==> src/rtl/lc3_intc_pkg.sv <==
// Shared types and constants for the LC-3 interrupt controller.
// The optional exception path is enabled with the LC3_INTC_EXC_EN macro.
package lc3_intc_pkg;

    localparam int         PSR_PRIO_W    = 3;
    localparam logic [7:0] INTC_VEC_PRIV = 8'h00;
    localparam logic [7:0] INTC_VEC_ILL  = 8'h01;

    typedef enum logic [1:0] {
        INTC_IDLE,
        INTC_REQ,
        INTC_RECOV
    } IntcState_t;

    // Which kind of event the latched request belongs to, so the ack clears the right sticky bit.
    typedef enum logic [1:0] {
        WIN_IRQ,
        WIN_PRIV,
        WIN_ILL
    } win_src_t;

endpackage

==> src/rtl/lc3_intc_arb.sv <==
// Combinational priority arbiter: highest priority wins, ties go to the lowest index.
// Built as a balanced compare tree over a power-of-two leaf layer.
module lc3_intc_arb
    import lc3_intc_pkg::*;
#(
    parameter  int NUM_SRC = 8,
    parameter  int PRIO_W  = PSR_PRIO_W,
    localparam int IDX_W   = (NUM_SRC > 1) ? $clog2(NUM_SRC) : 1
) (
    input  logic [NUM_SRC-1:0] elig,
    input  logic [PRIO_W-1:0]  prio [NUM_SRC],
    output logic               any,
    output logic [IDX_W-1:0]   win_idx,
    output logic [PRIO_W-1:0]  win_prio
);

    localparam int LEAVES = 1 << IDX_W;

    logic              node_v [2*LEAVES];
    logic [PRIO_W-1:0] node_p [2*LEAVES];
    logic [IDX_W-1:0]  node_i [2*LEAVES];

    // NOTE: blocking assignments with a full default first keep this purely combinational (no latches).
    always_comb begin
        for (int n = 0; n < 2*LEAVES; n++) begin
            node_v[n] = 1'b0;
            node_p[n] = '0;
            node_i[n] = '0;
        end
        for (int i = 0; i < LEAVES; i++) begin
            if (i < NUM_SRC) begin
                node_v[LEAVES+i] = elig[i];
                node_p[LEAVES+i] = prio[i];
                node_i[LEAVES+i] = IDX_W'(i);
            end
        end
        // Left child holds the lower indices, so it keeps the win on equal priority.
        for (int n = LEAVES - 1; n >= 1; n--) begin
            if (node_v[2*n] && (!node_v[2*n+1] || node_p[2*n] >= node_p[2*n+1])) begin
                node_v[n] = 1'b1;
                node_p[n] = node_p[2*n];
                node_i[n] = node_i[2*n];
            end else begin
                node_v[n] = node_v[2*n+1];
                node_p[n] = node_p[2*n+1];
                node_i[n] = node_i[2*n+1];
            end
        end
        any      = node_v[1];
        win_idx  = node_i[1];
        win_prio = node_p[1];
    end

endmodule

==> src/rtl/lc3_intc.sv <==
// LC-3 interrupt controller: latches device requests, arbitrates against PSR priority and
// holds one request stable until acked. Define LC3_INTC_EXC_EN to add privilege/illegal exceptions.
module lc3_intc
    import lc3_intc_pkg::*;
#(
    parameter  int         NUM_SRC  = 8,
    parameter  int         PRIO_W   = PSR_PRIO_W,
    parameter  logic [7:0] VEC_BASE = 8'h80,
    parameter  bit         EDGE     = 1'b1,
    localparam int         IDX_W    = (NUM_SRC > 1) ? $clog2(NUM_SRC) : 1
) (
    input  logic               clk,
    input  logic               rst,
    input  logic [NUM_SRC-1:0] irq,
    input  logic               cfg_we,
    input  logic [IDX_W-1:0]   cfg_idx,
    input  logic               cfg_en,
    input  logic [PRIO_W-1:0]  cfg_prio,
    input  logic [PRIO_W-1:0]  cur_prio,
    input  logic               int_ack,
`ifdef LC3_INTC_EXC_EN
    input  logic               exc_priv,
    input  logic               exc_ill,
`endif
    output logic               int_req,
    output logic [7:0]         int_vec,
    output logic [PRIO_W-1:0]  int_prio,
    output logic [NUM_SRC-1:0] pend
);

    IntcState_t        state_q, state_d;
    win_src_t          win_src_q, win_src_d;
    logic [IDX_W-1:0]  win_idx_q, win_idx_d;
    logic [NUM_SRC-1:0] irq_q, pend_q, pend_d, en_q, en_d;
    logic [PRIO_W-1:0] prio_q [NUM_SRC];
    logic [PRIO_W-1:0] prio_d [NUM_SRC];
    logic              int_req_q, int_req_d;
    logic [7:0]        int_vec_q, int_vec_d;
    logic [PRIO_W-1:0] int_prio_q, int_prio_d;
    logic              exc_priv_q, exc_priv_d, exc_ill_q, exc_ill_d;

    logic [NUM_SRC-1:0] elig, clr;
    logic               arb_any, ack_take;
    logic [IDX_W-1:0]   arb_idx;
    logic [PRIO_W-1:0]  arb_prio;

    always_comb begin
        for (int i = 0; i < NUM_SRC; i++) begin
            elig[i] = pend_q[i] & en_q[i] & (prio_q[i] > cur_prio);
        end
    end

    lc3_intc_arb #(.NUM_SRC(NUM_SRC), .PRIO_W(PRIO_W)) u_arb (
        .elig     (elig),
        .prio     (prio_q),
        .any      (arb_any),
        .win_idx  (arb_idx),
        .win_prio (arb_prio)
    );

    always_comb begin
        state_d    = state_q;
        win_src_d  = win_src_q;
        win_idx_d  = win_idx_q;
        en_d       = en_q;
        prio_d     = prio_q;
        int_req_d  = int_req_q;
        int_vec_d  = int_vec_q;
        int_prio_d = int_prio_q;
        ack_take   = (state_q == INTC_REQ) && int_ack;

        if (cfg_we && (int'(cfg_idx) < NUM_SRC)) begin
            en_d[cfg_idx]   = cfg_en;
            prio_d[cfg_idx] = cfg_prio;
        end

        for (int i = 0; i < NUM_SRC; i++) begin
            clr[i] = ack_take && (win_src_q == WIN_IRQ) && (win_idx_q == IDX_W'(i));
        end
        // A fresh edge in the clearing cycle is ORed in last so it survives the ack.
        if (EDGE) pend_d = (pend_q & ~clr) | (irq & ~irq_q);
        else      pend_d = irq_q;

`ifdef LC3_INTC_EXC_EN
        exc_priv_d = (exc_priv_q & ~(ack_take && win_src_q == WIN_PRIV)) | exc_priv;
        exc_ill_d  = (exc_ill_q  & ~(ack_take && win_src_q == WIN_ILL))  | exc_ill;
`else
        exc_priv_d = 1'b0;
        exc_ill_d  = 1'b0;
`endif

        case (state_q)
            INTC_IDLE: begin
                if (exc_priv_q) begin
                    win_src_d  = WIN_PRIV;
                    int_vec_d  = INTC_VEC_PRIV;
                    int_prio_d = cur_prio;
                    int_req_d  = 1'b1;
                    state_d    = INTC_REQ;
                end else if (exc_ill_q) begin
                    win_src_d  = WIN_ILL;
                    int_vec_d  = INTC_VEC_ILL;
                    int_prio_d = cur_prio;
                    int_req_d  = 1'b1;
                    state_d    = INTC_REQ;
                end else if (arb_any) begin
                    win_src_d  = WIN_IRQ;
                    win_idx_d  = arb_idx;
                    int_vec_d  = VEC_BASE + 8'(arb_idx);
                    int_prio_d = arb_prio;
                    int_req_d  = 1'b1;
                    state_d    = INTC_REQ;
                end
            end
            INTC_REQ: begin
                if (int_ack) begin
                    int_req_d = 1'b0;
                    state_d   = INTC_RECOV;
                end
            end
            default: state_d = INTC_IDLE;
        endcase
    end

    always_ff @(posedge clk) begin
        if (!rst) begin
            state_q    <= INTC_IDLE;
            win_src_q  <= WIN_IRQ;
            win_idx_q  <= '0;
            irq_q      <= '0;
            pend_q     <= '0;
            en_q       <= '0;
            int_req_q  <= 1'b0;
            int_vec_q  <= '0;
            int_prio_q <= '0;
            exc_priv_q <= 1'b0;
            exc_ill_q  <= 1'b0;
            // NOTE: the priority table is explicitly reset because a zero priority is what keeps an unconfigured source silent.
            for (int i = 0; i < NUM_SRC; i++) prio_q[i] <= '0;
        end else begin
            state_q    <= state_d;
            win_src_q  <= win_src_d;
            win_idx_q  <= win_idx_d;
            irq_q      <= irq;
            pend_q     <= pend_d;
            en_q       <= en_d;
            prio_q     <= prio_d;
            int_req_q  <= int_req_d;
            int_vec_q  <= int_vec_d;
            int_prio_q <= int_prio_d;
            exc_priv_q <= exc_priv_d;
            exc_ill_q  <= exc_ill_d;
        end
    end

    assign int_req  = int_req_q;
    assign int_vec  = int_vec_q;
    assign int_prio = int_prio_q;
    assign pend     = pend_q;

endmodule

==> config.mk <==
export PLATFORM = sky130hd
export DESIGN_NAME = lc3_intc
export DESIGN_NICKNAME = d
export VERILOG_FILES = /design/src/rtl/lc3_intc_pkg.sv /design/src/rtl/lc3_intc_arb.sv /design/src/rtl/lc3_intc.sv
export SDC_FILE = /design/constraint.sdc
export NUM_CORES = 1
export LEC_CHECK = 0
export CORE_ASPECT_RATIO = 1.25
export CORE_UTILIZATION = 37
export CTS_BUF_LIST = sky130_fd_sc_hd__clkbuf_2
export DETAILED_ROUTE_END_ITERATION = 8
export GPL_ROUTABILITY_DRIVEN = 0
export PLACE_DENSITY_LB_ADDON = 0.08
export SYNTH_ARGS = -nofsm -noshare
export SYNTH_HDL_FRONTEND = slang
export SYNTH_HIERARCHICAL = 1
export SYNTH_SLANG_ARGS = --single-unit
==> constraint.sdc <==
create_clock -name clk -period 14.8 [get_ports clk]
set_clock_uncertainty 0.05 [all_clocks]
set_input_delay 3.7 -clock clk [delete_from_list [all_inputs] [get_ports clk]]
set_output_delay 3.7 -clock clk [all_outputs]
set_load 0.02 [all_outputs]
==> flow_metrics.tcl <==
set metrics [dict create \
    outcome "completed" \
    power.density_cell_area_mw_per_mm2 72.9 \
    fin_tns_setup_ns 0 \
    path_class "input pin to flop" \
    first_global_vias 3235 \
    report.final.hold_viol_count 0 \
    first_iter_violations 144 \
    worst_pin_slew_ns 0.849 \
    timing.slew.headroom_pct 43.2 \
    synth_seq_area_share_pct 30.9 \
    final_common_cell "dfxtp_1" \
    die_w_um 92.1 \
    first_pass_iters 4 \
    critPathArrivalTime_ns 9.21 \
    share_clk_of_total_power_pct 32.7 \
    synth-warning-count 6 \
    critical_path.max_fanout 8 \
    area.growth.synth_to_final_pct 14.6 \
    dr_wl_met3_um 477 \
    syn-instance-count 431 \
    wl_per_cell_um 17.0 \
    drv.max_cap_violation_count 0 \
    critPathSlowestCell "clkdlybuf4s50_1" \
    clock_latency_ns 0.51 \
    critical_path.cell_chain "clkdlybuf4s50_1, ha_1, nand3_1, o2111ai_1, nor2_1, o2111ai_1, and3_2, nor2_1, inv_1, ha_1, nand2b_1, a2111oi_4, or2_1, a221oi_1, a21oi_1, ha_1, nand2b_1, a21o_1, a211oi_2, or2_0, a21oi_1, nand3_1, o21ai_0" \
    numCtsBuffers 9 \
    grt_max_degree 66 \
    wl_met1_mm 4.73 \
    yosys_register_bits 58 \
    fill_cells 986 \
    hold_class "flop to flop" \
    ant_nets 0 \
    library_cell_occupying_the_most_area_in_the_post_synthesis_netlist "dfxtp_1" \
    asyncSetResetFlopFracSynth_pct 0 \
    routed-via-count 3178 \
    multi_input_comb_area_mm2 0.00235 \
    floorplan.die_area_mm2 0.0106 \
    timing.critical_path.mode_cell "ha_1" \
    internal_power_w 0.000219 \
    synthFlopType "dfxtp_1" \
    max-clock-path-buffers 2 \
    power.total_w 0.000313 \
    worstSetupEndpointType "flop" \
    layout_min_cycle_time_ns 8.86 \
    top_layer_used "met4" \
    tritoncts "built" \
    post_cts_resized 0 \
    clk_root_buffer_cell "clkbuf_2" \
    maxSlewViolCount 0 \
    dp.final_hpwl_mm 7.70 \
    yosys.cell_types.count 54 \
    die_y_um 115 \
    floorplan.initialDensity_pct 38.5 \
    power_frac_comb_pct 13.9 \
    switchingPower_w 0.0000942 \
    timing.hold.ws_ns 0.377 \
    routed_wirelength_mm 10.1 \
    grt_usage_pct 20.9 \
    max_stage_delay_ns 0.72 \
    detail_route.vias_per_cell 5.33 \
    swShare_pct 30.0 \
    top_library_cells_by_usage_in_the_layout_fill_and_taps_aside "dfxtp_1 (58), nand2_1 (50), ha_1 (45)" \
    grt_setup_unrepaired "no" \
    finalCritPeriodShare_pct 59.9 \
    maxClockFrequency_mhz 113 \
    hold_fix_buffers_at_cts 0 \
    placementRows 40 \
    setup-violations-final 0 \
    grt_overflow 0 \
    cts.sink_count 58 \
    worstSetupStartpointType "input pin" \
    antenna_found_initial 0 \
    diodes_inserted 0 \
    drive_gt1_share_pct 9.15 \
    drc 0 \
    number_of_buffers_inserted_to_repair_setup_after_cts 0 \
    floorplan.core_area_mm2 0.00976 \
    finish.net_count 532 \
    syn_area_per_cell_um2 8.71 \
    path_clk_slew_ns 0.17 \
    synth_largest_type_area_fraction_pct 30.9 \
    synth.top_cells.by_area "dfxtp_1 (31%), ha_1 (15%), nand2_1 (5.0%)" \
    wl_met2_mm 4.87 \
    cp_data_required_time_ns 15.15 \
    io_buffers 37 \
    final-seq-area_mm2 0.00116 \
    boundaryPins 42 \
    power.ir.vdd_worst_uv 83.0 \
    sequentialPowerShare_pct 53.4 \
    grt_first_pass_wirelength_mm 16.7 \
    synth-edff-count 0 \
    leak_pwr_nw 1.63 \
    cts_htree_levels 3 \
    synth_area_mm2 0.00375 \
]
[cell families after synthesis]
| logic type | Yosys count | synth area share [%] |
|---|---|---|
| buffers and inverters | 56 | 6.80 |
| muxes | 18 | 4.80 |
| adders and majority gates | 45 | 15.0 |
| AOI/OAI and AO/OA | 101 | 20.3 |
| and+or+nand+nor | 152 | 22.1 |
| other | 1 | 0.0999 |
| DFF | 58 | 30.9 |
[registers in the layout, indices dropped and copies added (netlist names)]
signal,flops
int_vec,2
pend,8
prio_q,24
state_q,2
en_q,8
win_idx_q,2
int_req,1
int_prio,3
irq_q,8
[worst max-delay path: cells and delay by family]
| kind | cells | cell delay, ns |
|---|---|---|
| AO/OA/AOI/OAI | 9 | 1.91 |
| adder cells (fa/ha/maj) | 3 | 0.81 |
| buffers and inverters | 2 | 0.78 |
| AND/OR/NAND/NOR | 9 | 2.02 |
[routing by layer]
metal / global-route usage, % / vias up
met5: 0 / -
met4: 6.35 / 0
met3: 3.92 / 4
met2: 36.0 / 73
met1: 26.4 / 1465
li1: - / 1636
[Yosys cell counts, drive strengths merged, types with 7 or more instances]
library cell,instances
dfxtp,58
nand2,50
ha,45
inv,37
nand3,30
o21ai,30
mux2i,18
nor2,18
buf,16
nor2b,13
a21oi,12
nor3,12
o2111ai,12
o32ai,7
[worst paths after layout]
kind	cells after the start	from	to	slack, ns
max	23	cur_prio[0]	win_idx_q[1]	5.94
min	1	irq_q[4]	pend[4]	0.38
max reg2reg	22	prio_q[18]	win_idx_q[1]	9.34
min reg2reg	1	irq_q[4]	pend[4]	0.38
[through the flow]
stage,utilization (%),std cells,setup slack [ns],area [um^2]
final,44.1,596,5.94,4300
after global placement,42.9,580,5.56,4190
after detailed placement,42.9,580,5.39,4190
after floorplan,-,434,6.62,3760
after CTS,44.1,596,5.99,4300
after global routing,44.1,596,5.46,4300
[cell type report]
class | instances | share of cell area (%)
clock buffer | 9 | 1.05
multi-input combinational | 320 | 54.6
sequential | 58 | 27.0
clock inverter | 7 | 1.63
tap | 126 | 3.66
timing repair buffer | 39 | 8.84
inverter | 37 | 3.23
[power groups by stage]
stage / sequential (W) / clock (W) / combinational [W]
after floorplan: 0.000171 / 0 / 0.0000252
after global placement: 0.000171 / 0 / 0.0000429
after detailed placement: 0.000171 / 0 / 0.0000436
after CTS: 0.000167 / 0.000106 / 0.0000439
after global routing: 0.000168 / 0.000111 / 0.0000491
final: 0.000168 / 0.000102 / 0.0000436
(Power assumes the default switching activity.)
